===== config.mk =====
export PLATFORM = sky130hd
export DESIGN_NAME = sine_dds_ctrl
export DESIGN_NICKNAME = d
export VERILOG_FILES = /design/src/rtl/sine_dds_pkg.sv /design/src/rtl/sine_phase_acc.sv /design/src/rtl/sine_dds_ctrl.sv
export SDC_FILE = /design/constraint.sdc
export NUM_CORES = 1
export LEC_CHECK = 0
export ABC_AREA = 1
export CAP_MARGIN = 20
export CORE_MARGIN = 2
export CORE_UTILIZATION = 31
export DETAILED_ROUTE_END_ITERATION = 16
export PLACE_DENSITY = 0.55
export SYNTH_ARGS = -nofsm -noshare
export SYNTH_HDL_FRONTEND = slang
export SYNTH_HIERARCHICAL = 1
export SYNTH_SLANG_ARGS = --single-unit

===== constraint.sdc =====
create_clock -name clk -period 2.3 [get_ports clk]
set_input_delay 0.46 -clock clk [delete_from_list [all_inputs] [get_ports clk]]
set_output_delay 0.46 -clock clk [all_outputs]
set_load 0.02 [all_outputs]

===== src/rtl/sine_dds_pkg.sv =====
// rtl/sine_dds_pkg.sv - shared widths, quadrant type and quarter-wave address folding for sine_dds_ctrl
package sine_dds_pkg;

  localparam int TBL_AW = 8;
  localparam int TBL_DW = 8;
  localparam int OUT_W  = 9;

  typedef enum logic [1:0] {
    Q0 = 2'd0,
    Q1 = 2'd1,
    Q2 = 2'd2,
    Q3 = 2'd3
  } quadrant_t;

  // Odd quadrants run the quarter-wave table backwards (255 - idx).
  function automatic logic [TBL_AW-1:0] fold_addr(input quadrant_t q,
                                                   input logic [TBL_AW-1:0] idx);
    case (q)
      Q1, Q3:  fold_addr = ~idx;
      default: fold_addr = idx;
    endcase
  endfunction

endpackage


===== src/rtl/sine_phase_acc.sv =====
// rtl/sine_phase_acc.sv - phase accumulator: load has priority over step, silent modulo wrap
module sine_phase_acc #(
  parameter int PHASE_W = 16
) (
  input  logic               clk,
  input  logic               rst_n,
  input  logic               phase_load,
  input  logic [PHASE_W-1:0] phase_init,
  input  logic               issue,
  input  logic [PHASE_W-1:0] phase_step,
  output logic [PHASE_W-1:0] phase
);

  always_ff @(posedge clk or negedge rst_n) begin
    if (!rst_n) begin
      phase <= '0;
    end else if (phase_load) begin
      phase <= phase_init;
    end else if (issue) begin
      phase <= phase + phase_step;
    end
  end

endmodule


===== src/rtl/sine_dds_ctrl.sv =====
// rtl/sine_dds_ctrl.sv - full-wave sine DDS sequencing a quarter-wave sin_table, valid/ready output
// Optional SINE_DDS_AMP_EN adds an amp input and one amplitude-scaling stage.
module sine_dds_ctrl
  import sine_dds_pkg::*;
#(
  parameter int PHASE_W = 16
) (
  input  logic                    clk,
  input  logic                    rst_n,
  input  logic                    en,
  input  logic                    phase_load,
  input  logic [PHASE_W-1:0]      phase_init,
  input  logic [PHASE_W-1:0]      phase_step,
  output logic                    tbl_rd,
  output logic [TBL_AW-1:0]       tbl_addr,
  input  logic [TBL_DW-1:0]       tbl_dout,
  output logic signed [OUT_W-1:0] sample_out,
  output logic                    sample_valid,
  input  logic                    sample_ready,
`ifdef SINE_DDS_AMP_EN
  input  logic [7:0]              amp,
`endif
  output logic                    busy
);

  logic [PHASE_W-1:0]      phase;
  logic                    adv;
  logic                    issue;
  logic                    neg;
  quadrant_t               q;
  logic                    p1_valid;
  logic                    p1_neg;
  logic signed [OUT_W-1:0] raw;
  logic                    unused_phase_lsbs;

  assign q        = quadrant_t'(phase[PHASE_W-1 -: 2]);
  assign neg      = phase[PHASE_W-1];
  assign tbl_addr = fold_addr(q, phase[PHASE_W-3 -: TBL_AW]);
  assign unused_phase_lsbs = ^phase[PHASE_W-TBL_AW-3:0];

  // Gated by rst_n so the table strobe is quiet the moment reset asserts.
  assign adv    = !sample_valid || sample_ready;
  assign issue  = rst_n && en && adv && !phase_load;
  assign tbl_rd = issue;

  sine_phase_acc #(.PHASE_W(PHASE_W)) u_acc (
    .clk        (clk),
    .rst_n      (rst_n),
    .phase_load (phase_load),
    .phase_init (phase_init),
    .issue      (issue),
    .phase_step (phase_step),
    .phase      (phase)
  );

  // Table data arrives the cycle after the read and is held by the ROM during stalls.
  assign raw = p1_neg ? -$signed({1'b0, tbl_dout}) : $signed({1'b0, tbl_dout});

  always_ff @(posedge clk or negedge rst_n) begin
    if (!rst_n) begin
      p1_valid <= 1'b0;
      p1_neg   <= 1'b0;
    end else if (adv) begin
      p1_valid <= issue;
      p1_neg   <= neg;
    end
  end

`ifdef SINE_DDS_AMP_EN
  logic                    p2_valid;
  logic signed [OUT_W-1:0] p2_raw;
  logic signed [17:0]      prod;

  // Arithmetic shift of the product floors toward -inf.
  assign prod = p2_raw * $signed({1'b0, amp});

  always_ff @(posedge clk or negedge rst_n) begin
    if (!rst_n) begin
      p2_valid     <= 1'b0;
      p2_raw       <= '0;
      sample_valid <= 1'b0;
      sample_out   <= '0;
    end else if (adv) begin
      p2_valid     <= p1_valid;
      if (p1_valid) p2_raw <= raw;
      sample_valid <= p2_valid;
      if (p2_valid) sample_out <= OUT_W'(prod >>> 8);
    end
  end

  assign busy = rst_n && (en || p1_valid || p2_valid || sample_valid);
`else
  always_ff @(posedge clk or negedge rst_n) begin
    if (!rst_n) begin
      sample_valid <= 1'b0;
      sample_out   <= '0;
    end else if (adv) begin
      sample_valid <= p1_valid;
      if (p1_valid) sample_out <= raw;
    end
  end

  assign busy = rst_n && (en || p1_valid || sample_valid);
`endif

endmodule


==> metrics.txt, run 1 <==
status finished clean; initial antenna violation count 0; Die Wd 90.9 um; die height 90.9 um; Mapped Nets 407; DRT Pass-1 Iters 4; Hold Fails Final Rpt 0; worst hold path type reg -> reg; Max Slew Vio Count 0; number of synthesized flops with an enable pin 0; FF+latch count, synth 28; Max FO, Critical Path 2; Clock Skews 13.4 ps; max cap viols 0; Post-Syn Instances 345; row count 31; Core Region 7290 um2; CP Launch Type input port; CP cell instances clkdlybuf4s50_1 > inv_1 > nor3_1 > nand2_1 > inv_1 > dlygate4sd2_1; Avg Cell Area, Syn 6.79 um2; Slew headroom 72.2%; Synth Cell Area 2340 um2; n_diodes 0; Net Sw Frac 37.5%; Final HPWL DP 4880 um; maximum vdd drop 0.241 mV; residual overflow from global routing 0; I/O Pins 65; # DRC 0; pin count of the biggest net entering global routing 29; CTS Buf Count 3; Initial Util 32.1%; Hold WS 494 ps; vias per cell 4.50; Power Density 613 nW/um2; routability cong. 0.836; top post-synthesis cells by area dfrtp_1, nand2_1, ha_1, inv_1, nand3_1; RSZ-0062 raised after global routing false; sequential area share after synthesis 29.9%; CTS HTree Levels 1; Worst Tran Pin Value 417 ps; Worst Path Buf+Inv 4; switching pwr 735 uW; number of global-route vias before repair 2,324; Core Util, Final 43.8%; post-CTS setup buffers 0; most instantiated cells after synthesis nand2_1, inv_1, nand3_1; min Tclk post-route 2220 ps; post-cts resize count 3; most common cell in the netlist nand2_1; period utilisation layout 96.5%; Hold-fix buffers, CTS 0; Critical Path Max Stage Delay 570 ps; Root Buffer clkbuf_8; Syn. warnings 6; Post-synth top flop dfrtp_1; clk_lat worst skew 290 ps; post-synth cell types 33; Final ANT Viol Nets 0; post-synth top area cell dfrtp_1; power share of the combinational group 45.8%; Reg power frac 33.1%; Req. time, crit path 1840 ps; clock slew seen by the registers of the worst setup and hold paths 100 ps; CTS tree built; Final setup viols 0; kind of critical path in -> out; Clock Path Buffers 2; initial drt markers 101; Clock power frac 21.1%; Filler cells 804; Worst EP arrival 1760 ps; CP most frequent cell inv_1; die area 8270 um2; slowest CP cell clkdlybuf4s50_1; Via Count 2,305; share of cells above drive strength 1 9.20%; Setup crit end kind output pin; P_leak 1.64 nW; wire length per cell 12.3 um; # clock sinks 28; share of flip-flops with an asynchronous set or reset 100%; Synth top area share 29.9%; fmax 451 MHz; FF+latch area 702 um2; first-pass GRT wire length 11,000 um; NumNets Final 476; Buffers on Ports 64; delay-heaviest family, CP buffers and inverters; area grow syn2layout 36.3%; Routed Wire Length 6280 um; multi-input logic area 1400 um2; GR Util All Layers 16.2%; internal power 1.22 mW
[cells by family (layout without fill, tap and decap cells)]
| group | Yosys count | in the layout | share of synthesized area [%] |
|---|---|---|---|
| buffers and inverters | 58 | 126 | 10.3 |
| AND/OR/NAND/NOR | 192 | 192 | 36.0 |
| XOR/XNOR | 12 | 12 | 4.49 |
| flip-flops | 28 | 28 | 29.9 |
| multiplexers | 1 | 1 | 0.480 |
| AO/OA/AOI/OAI | 37 | 37 | 9.50 |
| adder cells (fa/ha/maj) | 17 | 17 | 9.40 |
[sequential cells by signal, indices dropped and copies added, names as in the netlist]
name          count
p1_neg            1
sample_valid      1
u_acc/phase      16
sample_out        9
p1_valid          1
[per-stage QoR]
stage	setup TNS, ps	instance area (um2)	worst slack (ps)	power [mW]	cells
after floorplan	0	2340	583	1.20	345
after global placement	-370	3120	-199	1.55	508
after detailed placement	-343	3120	-182	1.56	508
after CTS	0	3190	69.2	1.98	512
after global routing	0	3190	24.0	2.11	512
final	0	3190	80.4	1.96	512
[worst paths after layout]
path	cells past startpoint	startpoint	slack, ps	end
min in group asynchronous	2	rst_n	710	u_acc/phase[12]$_DFFE_PN0P_
setup reg to reg	9	u_acc/phase[14]$_DFFE_PN0P_	510	u_acc/phase[15]$_DFFE_PN0P_
max in group asynchronous	2	rst_n	1290	u_acc/phase[14]$_DFFE_PN0P_
hold / removal	2	sample_out[7]$_DFFE_PN0P_	490	sample_out[7]$_DFFE_PN0P_
setup / recovery	6	rst_n	80	tbl_rd
hold reg to reg	2	sample_out[7]$_DFFE_PN0P_	490	sample_out[7]$_DFFE_PN0P_
[area by class of cell]
class	count	area share [%]
repair buffers	71	22.0
well taps	99	3.88
inverters	51	5.99
flip-flops and latches	28	22.0
clock buffers	3	1.29
clock inverters	1	0.940
multi-input cells	259	43.9
[placed cells by master, fill, tap and decap left out, types with 2 or more instances in the layout]
master	instances
o21ai_0	5
a22oi_1	10
a21oi_2	2
inv_2	7
clkdlybuf4s50_1	62
nand3_2	2
nor2_1	17
nand3_1	30
xnor2_1	3
o21ai_1	6
buf_4	6
or2_1	2
xor2_1	9
nand3b_1	2
dlygate4sd2_1	2
nor3_2	3
ha_1	16
inv_1	44
nand2_1	122
dfrtp_1	27
a21oi_1	12
nand2_2	8
clkbuf_8	3
[worst register-to-register path, stage by stage, from the launching register on]
cell,delay [ps]
dfrtp_2,540
ha_1,370
nand2_1,150
inv_1,50
nand2_1,60
nand2_1,50
a21oi_1,200
nand3_1,110
nand3_1,90
nand2_1,50
[metal layers]
metal	up-vias	track usage [%]	part of all wire, %
li1	1226	-	-
met1	1025	22.9	50
met2	50	26.0	45
met3	4	1.91	4.2
met4	0	4.29	0.94
met5	-	0	0
[power groups by stage]
stage          clock network [mW]  registers, mW  logic (mW)
6_report                    0.414          0.649       0.896
4_1_cts                     0.427          0.650       0.907
3_5_place_dp                    0          0.660       0.904
5_1_grt                     0.442          0.665        1.01
3_3_place_gp                    0          0.658       0.896
2_1_floorplan                   0          0.697       0.500
Power figures use the tool's default switching activity.
==> inputs of run 2 (changes only) <==
--- a/config.mk
+++ b/config.mk
@@ -6,9 +6,10 @@
 export NUM_CORES = 1
 export LEC_CHECK = 0
 export ABC_AREA = 1
-export CAP_MARGIN = 20
+export CAP_MARGIN = 0
 export CORE_MARGIN = 2
 export CORE_UTILIZATION = 31
+export CTS_CLUSTER_DIAMETER = 40
 export DETAILED_ROUTE_END_ITERATION = 16
 export PLACE_DENSITY = 0.55
 export SYNTH_ARGS = -nofsm -noshare
==> results of run 2 <==
The final DEF is identical to that of run 1; final timing and power are the same.
==> patch, RTL diff (settings of run 1) <==
Change the package constant `TBL_AW` from 8 to 7.
--- a/src/rtl/sine_dds_pkg.sv
+++ b/src/rtl/sine_dds_pkg.sv
@@ -1,7 +1,7 @@
 // rtl/sine_dds_pkg.sv - shared widths, quadrant type and quarter-wave address folding for sine_dds_ctrl
 package sine_dds_pkg;
 
-  localparam int TBL_AW = 8;
+  localparam int TBL_AW = 7;
   localparam int TBL_DW = 8;
   localparam int OUT_W  = 9;
 
Ports: changed (resized tbl_addr); port bits go from 65 to 64. No check against the original RTL was run, so the function may have changed too.
==> patch against run 1 <==
Final cell count is 0.20% lower. Synthesized area down 0.37%. Wire length shrank 3.9%. Count of clock-buffer cells in the layout did not move. Synthesized cell count fell by 0.29%. Design area decreased by 0.71%. Hold slack got worse by 0.0048 ns. Setup slack gained 0.050 ns. Sequential cell count stayed put. First-iteration DRC count increased by 18%. Power is 1.6% lower. Die area fell by 0.35%. Critical path type unchanged.
==> patch: results (changes against run 1) <==
1st-pass router iterations -> 4 (unchanged)
Post-DP Area -> 0.00310 mm2 (-0.76%)
Avg Inst Size Synth -> 6.79 um2 (about the same)
Port-buffer cells -> 63 (-1.6%)
Post-DP HPWL -> 4.81 mm (-1.3%)
Vias in the first global route -> 2244 (-3.4%)
Mapped Nets -> 406 (-0.25%)
Met1 Use GR -> 0.211 (-0.0185)
Seq/Total Area, Yosys -> 0.300 (+0.00112)
Worst path max stage delay -> 0.57 ns (about the same)
Pre-CTS setup slack -> -0.191 ns (-0.00807 ns)
Layout cell share with drive strength beyond 1 -> 0.0947 (+0.00265)
Top delay family on crit path -> buffers and inverters
# nets final -> 475 (-0.21%)
GR Layer Usage met3 -> 0.0234 (+0.00429)
Static leakage -> 0.00163 uW (-0.70%)
Worst VDD drop -> 0.231 mV (-4.0%)
Routed wire length on met3 -> 212 um (-19%)
Main area contributors after synthesis -> dfrtp_1, nand2_1, ha_1
Final WL -> 6.03 mm (-3.9%)
GRT met2 Usage -> 0.252 (-0.00801)
Critical path fanouts, max -> 2 (unchanged)
Vias/cell -> 4.48 (-0.54%)
Worst Clk Skew -> 0.00807 ns (-0.00533 ns)
Worst EP arrival -> 1.71 ns (-0.05 ns)
Result of the run -> completed
Worst Tran Pin Value -> 0.400 ns (-0.0169 ns)
Initial drt markers -> 119 (+18%)
Drt wl/cell -> 11.8 um (-3.7%)
All-layer global routing usage -> 0.154 (-0.00787)
RePlAce Congestion -> 0.856 (+2.4%)
First-pass GRT wire length -> 10.5 mm (-4.3%)
Filler cell count -> 782 (-2.7%)
FFs w/ async S/R, synth -> 1.00 (unchanged)
M1 WL -> 3.09 mm (-1.1%)
Skew-Pair Late Insertion Delay -> 0.28 ns
Metal2 WL -> 2.67 mm (-5.6%)
## patch: where the power goes
| part | switching [uW] | internal, uW |
|---|---|---|
| combinational | 473 | 406 |
| clock | 171 | 233 |
| sequential | 69.6 | 576 |
## patch: worst register-to-register path, stage by stage (launching register included)
cell and delay (ns):
dfrtp_1 0.40, ha_1 0.21, fa_1 0.41, nand2_1 0.10, nand2_1 0.07, nand3_1 0.07, nand2_1 0.10, nand2_1 0.11
nand3b_1 0.08, nand3_1 0.09, nand2_1 0.05
## patch: cells by family after synthesis
family / after synthesis / share of synthesized area
xor+xnor: 11 / 0.0413
fa+ha+maj: 17 / 0.0943
compound gates: 37 / 0.0954
flops: 28 / 0.300
buf+inv: 58 / 0.103
mux: 1 / 0.00482
simple gates: 192 / 0.361
## patch: worst paths after layout
path	from	endpoint	slack, ns	depth (start not counted)
worst max-delay path	rst_n	tbl_rd	0.13	6
worst min-delay path	sample_out[1]	sample_out[1]	0.49	2
worst max register to register	u_acc/phase[0]	u_acc/phase[10]	0.51	10
worst min register to register	sample_out[1]	sample_out[1]	0.49	2
max in group asynchronous	rst_n	u_acc/phase[3]	1.30	2
min in group asynchronous	rst_n	u_acc/phase[13]	0.70	2
## patch: area by class of cell
cell class                      count  area, um2  area share
Multi-Input combinational cell    258       1390       0.439
Tap cell                           99        124      0.0391
Sequential cell                    28        702       0.221
Timing Repair Buffer               71        689       0.217
Inverter                           51        191      0.0604
Clock inverter                      1       30.0     0.00947
Clock buffer                        3       41.3      0.0130
## patch: repair_timing
item                       CTS  global route
setup buffers                0             0
setup endpoints to repair    2             2
resized for setup            2             2
hold buffers                 0             0
